==> src/rtl/piso_pkg.sv <==
// Shared constants and helpers for the parallel-in/serial-out serializer.
package piso_pkg;

    localparam int PISO_DEFAULT_WIDTH = 4;

    // Bit-counter width: must hold WIDTH+1 when the parity bit is appended.
    function automatic int cnt_width(input int width);
        return $clog2(width + 2);
    endfunction

endpackage

==> src/rtl/piso_bit_counter.sv <==
// Loadable down-counter of bits remaining in the frame; decodes busy and last.
module piso_bit_counter #(
    parameter int CW = 3
) (
    input  logic          clk,
    input  logic          rst,
    input  logic          load,
    input  logic [CW-1:0] load_val,
    output logic          busy,
    output logic          last
);

    logic [CW-1:0] cnt;

    always_ff @(posedge clk or negedge rst) begin
        if (!rst) begin
            cnt <= '0;
        end else if (load) begin
            cnt <= load_val;
        end else if (cnt != '0) begin
            cnt <= cnt - CW'(1);
        end
    end

    assign busy = (cnt != '0);
    assign last = (cnt == CW'(1));

endmodule

==> src/rtl/piso_serializer.sv <==
// PISO shift register, MSB first by default; defining PISO_PARITY_EN appends
// an even-parity bit after the data bits.
module piso_serializer
    import piso_pkg::*;
#(
    parameter int WIDTH     = PISO_DEFAULT_WIDTH,
    parameter bit MSB_FIRST = 1'b1
) (
    input  logic             clk,
    input  logic             rst,
    input  logic [WIDTH-1:0] parallel,
    input  logic             load,
    output logic             serial,
    output logic             busy,
    output logic             last
);

    localparam int CW = cnt_width(WIDTH);
`ifdef PISO_PARITY_EN
    localparam logic [CW-1:0] FRAME_LEN = CW'(WIDTH + 1);
`else
    localparam logic [CW-1:0] FRAME_LEN = CW'(WIDTH);
`endif

    // load is a one-cycle strobe with priority: it restarts the frame on any edge.
    logic [WIDTH-1:0] sreg;
    logic             out_bit;

    always_ff @(posedge clk or negedge rst) begin
        if (!rst) begin
            sreg <= '0;
        end else if (load) begin
            sreg <= parallel;
        end else if (busy) begin
            // Zero fill keeps serial low once all data bits have left.
            sreg <= MSB_FIRST ? {sreg[WIDTH-2:0], 1'b0} : {1'b0, sreg[WIDTH-1:1]};
        end
    end

    piso_bit_counter #(
        .CW(CW)
    ) u_counter (
        .clk     (clk),
        .rst     (rst),
        .load    (load),
        .load_val(FRAME_LEN),
        .busy    (busy),
        .last    (last)
    );

    assign out_bit = MSB_FIRST ? sreg[WIDTH-1] : sreg[0];

`ifdef PISO_PARITY_EN
    logic parity;

    always_ff @(posedge clk or negedge rst) begin
        if (!rst) begin
            parity <= 1'b0;
        end else if (load) begin
            parity <= ^parallel;
        end
    end

    // By the final cycle the data bits have all shifted out, so parity takes the line.
    assign serial = last ? parity : out_bit;
`else
    assign serial = out_bit;
`endif

endmodule

==> config.mk <==
export PLATFORM = sky130hd
export DESIGN_NAME = piso_serializer
export DESIGN_NICKNAME = d
export VERILOG_FILES = /design/src/rtl/piso_pkg.sv /design/src/rtl/piso_bit_counter.sv /design/src/rtl/piso_serializer.sv
export SDC_FILE = /design/constraint.sdc
export NUM_CORES = 1
export LEC_CHECK = 0
export ABC_CLOCK_PERIOD_IN_PS = 1400
export CORE_AREA = 2 2 39 41
export DETAILED_ROUTE_END_ITERATION = 10
export DIE_AREA = 0 0 41 43
export PLACE_DENSITY = 0.59
export SLEW_MARGIN = 20
export SYNTH_ARGS = -nofsm -noshare
export SYNTH_HDL_FRONTEND = slang
export SYNTH_SLANG_ARGS = --single-unit
export TNS_END_PERCENT = 1
==> constraint.sdc <==
create_clock -name clk -period 1.4 [get_ports clk]
set_clock_uncertainty 0.05 [all_clocks]
set_input_delay 0.14 -clock clk [delete_from_list [all_inputs] [get_ports clk]]
set_output_delay 0.14 -clock clk [all_outputs]
set_load 0.01 [all_outputs]
# ---- Yosys cells after proc, flatten, opt, wreduce, memory -nomap -nowiden
# Cells that the tools add are included.
dict set report word_totals {
  out_inout_bits 3
  ramBits 0
  register_bits 7
  memories 0
  input_bits 7
  rom_bits 0
  elab_cells 10
  latchBits 0
}
dict set report op_classes {
  n_addsub 1
  div 0
  order_cmp 0
  reduce_logical 2
  shifts 0
  eq_ne 1
  bitwise 0
  n_mul 0
  mux 4
}
# op n
set ops {}
lappend ops {{$mux 4} 2}
lappend ops {{$mux 3} 2}
lappend ops {{$eq 3x1->1 const B} 1}
lappend ops {{$reduce_bool 3->1} 1}
lappend ops {{$sub 3x1->3 const B} 1}
lappend ops {{$reduce_bool 2->1} 1}

# ---- Depth between registers and ports, before layout
# Gate-level depths: netlist of run 1.
dict set report depth {
  word_depth 3
  mapped_depth 6
  ltp_nobuf 5
}

# ---- Modules after synthesis
# A second synthesis of run 1 with hierarchy kept.
dict set report unflattened {
  hier_cells 39
  area_unflattened_um2 395.4
}
# module cells_each area_each_um2 seq_area_each_um2 instances
set by_module_without_submodules {}
lappend by_module_without_submodules {piso_bit_counter 22 219.0 75.1 1}
lappend by_module_without_submodules {piso_serializer 17 176.4 100.1 1}

# ---- Least setup slack after synthesis of run 1
# No wires, ideal clock.
dict set report synth_timing {
  path_kind {register to register}
  start {reg u_counter.cnt[0]}
  end {reg sreg[1]}
  setup_ns 0.124
  arrival_time_ns 1.077
  period_less_slack_ns 1.251
  path_stages_with_launch 7
  t_required_ns 1.226
  path_buffers 1
  slack_ns 0.149
  cell_sequence {dfrtp_1 inv_1 ha_1 nand2b_4 buf_12 mux2i_1 o21ai_1}
}
dict set report synth_between {
  elab_chain_len 2
}
# element line
set synth_rtl {}
lappend synth_rtl {{start: declaration} piso_bit_counter.sv:13} ;# logic [CW-1:0] cnt;
lappend synth_rtl {{start signal: assignment} piso_bit_counter.sv:19} ;# cnt <= load_val;
lappend synth_rtl {{start signal: assignment} piso_bit_counter.sv:21} ;# cnt <= cnt - CW'(1);
lappend synth_rtl {{$reduce_bool 3->1} piso_bit_counter.sv:25} ;# assign busy = (cnt != '0);
lappend synth_rtl {{named net busy} piso_serializer.sv:14} ;# output logic busy,
lappend synth_rtl {{$reduce_bool 2->1 (no line)} -}
lappend synth_rtl {{end signal: assignment} piso_serializer.sv:33} ;# sreg <= parallel;
lappend synth_rtl {{end signal: assignment} piso_serializer.sv:36} ;# sreg <= MSB_FIRST ? {sreg[WIDTH-2:0], 1'b0} : {1'b0, sreg[WIDTH-1:1]};
lappend synth_rtl {{end: declaration} piso_serializer.sv:26} ;# logic [WIDTH-1:0] sreg;
# The timed path passes the listed nets, and every way through them passes these cells.
# A chain may end at the register's enable or synchronous reset.

# ---- Final worst setup path of run 1
dict set report layout_timing {
  start {reg sreg[3]}
  end {out serial}
}
# element line
set layout_rtl {}
lappend layout_rtl {{end: declaration} piso_serializer.sv:13} ;# output logic serial,
# No word-level cell between the ends.

==> results.sh, run 1 <==
export IMPL_outcome="complete, no violations"
export IMPL_maxSlewHeadroom_pct=79.0
export IMPL_clk_path_buf_depth=2
export IMPL_drt_first_pass_iters=2
export IMPL_hold_class="input port to asynchronous set/reset pin"
export IMPL_hold_buffers=0
export IMPL_grtUsageMet1_pct=12.6
export IMPL_fmax_mhz=757
export IMPL_synthArstFlopShare_pct=100
export IMPL_synth_seq_area_share_pct=45.8
export IMPL_avgViaCountPerCell=4.17
export IMPL_finalHoldViolCount=0
export IMPL_synthSimpleGateAreaFrac_pct=13.1
export IMPL_syn_num_nets=45
export IMPL_numCtsBuffers=3
export IMPL_drive_gt1_share_pct=35.2
export IMPL_ys_seq_elements=7
export IMPL_port_buffers=9
export IMPL_cp_arrival_ps=1130
export IMPL_grt_max_degree=8
export IMPL_routabilityCongestion=0.649
export IMPL_synth_ff_type="dfrtp_1"
export IMPL_max_stage_delay_ps=540
export IMPL_chipHeight_um=43
export IMPL_antenna_found_initial=0
export IMPL_slowest_stage="clkdlybuf4s50_1"
export IMPL_dieWidth_um=41
export IMPL_setup_viol=0
export IMPL_p_leak_nw=0.277
export IMPL_postSynthAreaPerCell_um2=10.9
export IMPL_wl_um=691
export IMPL_drc=0
export IMPL_dp_cells=64
export IMPL_required_ps=1210
export IMPL_ant_nets=0
export IMPL_vias=292
export IMPL_ioPinCount=10
export IMPL_cts_tree="built"
export IMPL_yosysTopAreaCell="dfrtp_1"
export IMPL_clkTransAtPathRegs_ps=50
export IMPL_grt_pass1_vias=307
export IMPL_grt_pass1_wl_mm=1.28
export IMPL_synth_xor_area_share_pct=2.29
export IMPL_antennaDiodeCount=0
export IMPL_peakVddDrop_mv=0.689
export IMPL_hold_ws_ps=96.9
export IMPL_gr_total_overflow=0
export IMPL_crit_family="buffers and inverters"
export IMPL_synthAdderAreaFrac_pct=9.80
export IMPL_initial_core_util_pct=27.7
export IMPL_crit_type="flip-flop to primary output"
export IMPL_netlist_area_um2=383
export IMPL_first_iter_violations=4
export IMPL_synthCells=35
export IMPL_synth_area_mux_share_pct=7.84
export IMPL_worstMarginPinSlew_ps=314
export IMPL_dieArea_um2=1760
export IMPL_path_cells="clkdlybuf4s50_1"
export IMPL_place_ws_ps=-33.6
export IMPL_crit_fanout=2
export IMPL_synth_compound_area_share_pct=11.8
export IMPL_clkSinkCount=7
export IMPL_min_period_ps=1320
export IMPL_h_tree_depth=1
export IMPL_synth_top_cells_by_area="dfrtp_1 46%, ha_1 9.8%, mux2i_1 7.8%"
export IMPL_track_usage_pct=11.3
export IMPL_synth_common_cells="7 x dfrtp_1, 4 x nand2_1"
export IMPL_core_area_um2=1380
export IMPL_yosysMostFrequentCell="dfrtp_1"
export IMPL_met3_usage_pct=3.14
export IMPL_final_cells=70
export IMPL_grtUsageMet2_pct=16.3
export IMPL_maxCapViolCount=0
export IMPL_worst_path_buf_inv=1
export IMPL_report_final_slew_viol_count=0
export IMPL_power_density_nw_per_um2=1760
export IMPL_min_period_over_period_pct=94.4
export IMPL_top_usage_layer="met2"
export IMPL_rsz0062_at_grt="false"
export IMPL_setup_slack_ps=78.5
export IMPL_synthToLayoutAreaGrowth_pct=46.1
export IMPL_clk_latency_ps=250
export IMPL_critPathCaptureType="primary output"
export IMPL_synth_top_area_share_pct=45.8
export IMPL_rows=14
export IMPL_root_buffer="clkbuf_4"
export IMPL_synth_edf_count=0
export IMPL_worst_setup_path_start_kind="flip-flop"
export IMPL_synthDistinctLibCells=17
export IMPL_nNetsFinal=65
export IMPL_dp_hpwl_um=491
export IMPL_synth_top_family_by_area="simple AND/OR/NAND/NOR gates"
export IMPL_wl_per_cell_um=9.87
export IMPL_yosysWarnings=0
## path summary, 6_finish.rpt
kind                             startpoint          endpoint  slack [ps]  depth (start not counted)
hold / removal                          rst           sreg[2]         100                          1
setup / recovery                    sreg[3]            serial          80                          1
hold reg to reg            u_counter.cnt[2]  u_counter.cnt[2]         460                          1
max in group asynchronous               rst           sreg[3]         970                          1
setup reg to reg           u_counter.cnt[0]  u_counter.cnt[2]         140                          7
min in group clk                parallel[1]           sreg[1]         380                          3
## metrics by stage
step | setup TNS [ps] | utilization, % | instance area (um2) | power (W)
floorplan | 0 | - | 383 | 0.000585
global placement | -28.1 | 37.1 | 513 | 0.000727
detailed placement | -63.4 | 37.1 | 513 | 0.000739
CTS | 0 | 40.8 | 564 | 0.000998
global route | 0 | 40.4 | 559 | 0.00108
finish | 0 | 40.4 | 559 | 0.000983
## power breakdown
group / total [W] / switching (W) / internal (W)
logic: 0.000503 / 0.000204 / 0.000299
clock network: 0.000183 / 0.0000741 / 0.000109
registers: 0.000297 / 0.0000393 / 0.000258
total: 0.000983 / 0.000318 / 0.000665
## cell families (layout without fill, tap and decap cells)
group,Yosys count,in the layout
AND/OR/NAND/NOR,9,9
AO/OA/AOI/OAI,7,7
flip-flops,7,7
buffers and inverters,5,24
adder cells (fa/ha/maj),3,3
multiplexers,3,3
XOR/XNOR,1,1
## layout by cell type, fill, tap and decap left out, drive strengths merged
cell,n
buf,9
clkdlybuf4s50,7
dfrtp,7
clkbuf,5
nand2,4
o21ai,4
mux2i,3
inv,3
ha,3
nor2,2
nand2b,2
and2b,1
a21oi,1
o31ai,1
a211oi,1
xnor2,1
## timing repair
action | CTS | global route
setup endpoints to repair | 2 | 1
resized for setup | 11 | 1
endpoints found under the hold margin | 0 | 0
buffers inserted | 2 | 0
## layer usage
layer	wire length (um)	share of wire (%)	up-vias
met5	0	0	-
met4	8	1.2	0
met3	27	3.9	2
met2	357	52	5
met1	298	43	134
li1	-	-	151
## state kept, by name, summed over array words and instances, names as in the netlist
signal         cells
sreg               4
u_counter.cnt      3
## cell type report
class / count / area (um2)
repair buffers: 17 / 140
inverters: 3 / 11.3
well taps: 16 / 20.0
clock buffers: 4 / 26.3
fillers: 143 / 825
flip-flops and latches: 7 / 175
multi-input cells: 23 / 186
Note: power is estimated with default switching activity, not from simulation.
==> run 2: changes to the inputs <==
--- a/config.mk
+++ b/config.mk
@@ -10,7 +10,7 @@
 export DETAILED_ROUTE_END_ITERATION = 10
 export DIE_AREA = 0 0 41 43
 export PLACE_DENSITY = 0.59
-export SLEW_MARGIN = 20
+export SLEW_MARGIN = 10
 export SYNTH_ARGS = -nofsm -noshare
 export SYNTH_HDL_FRONTEND = slang
 export SYNTH_SLANG_ARGS = --single-unit
==> results of run 2 <==
Final layout, timing and power as in run 1 (identical DEF).
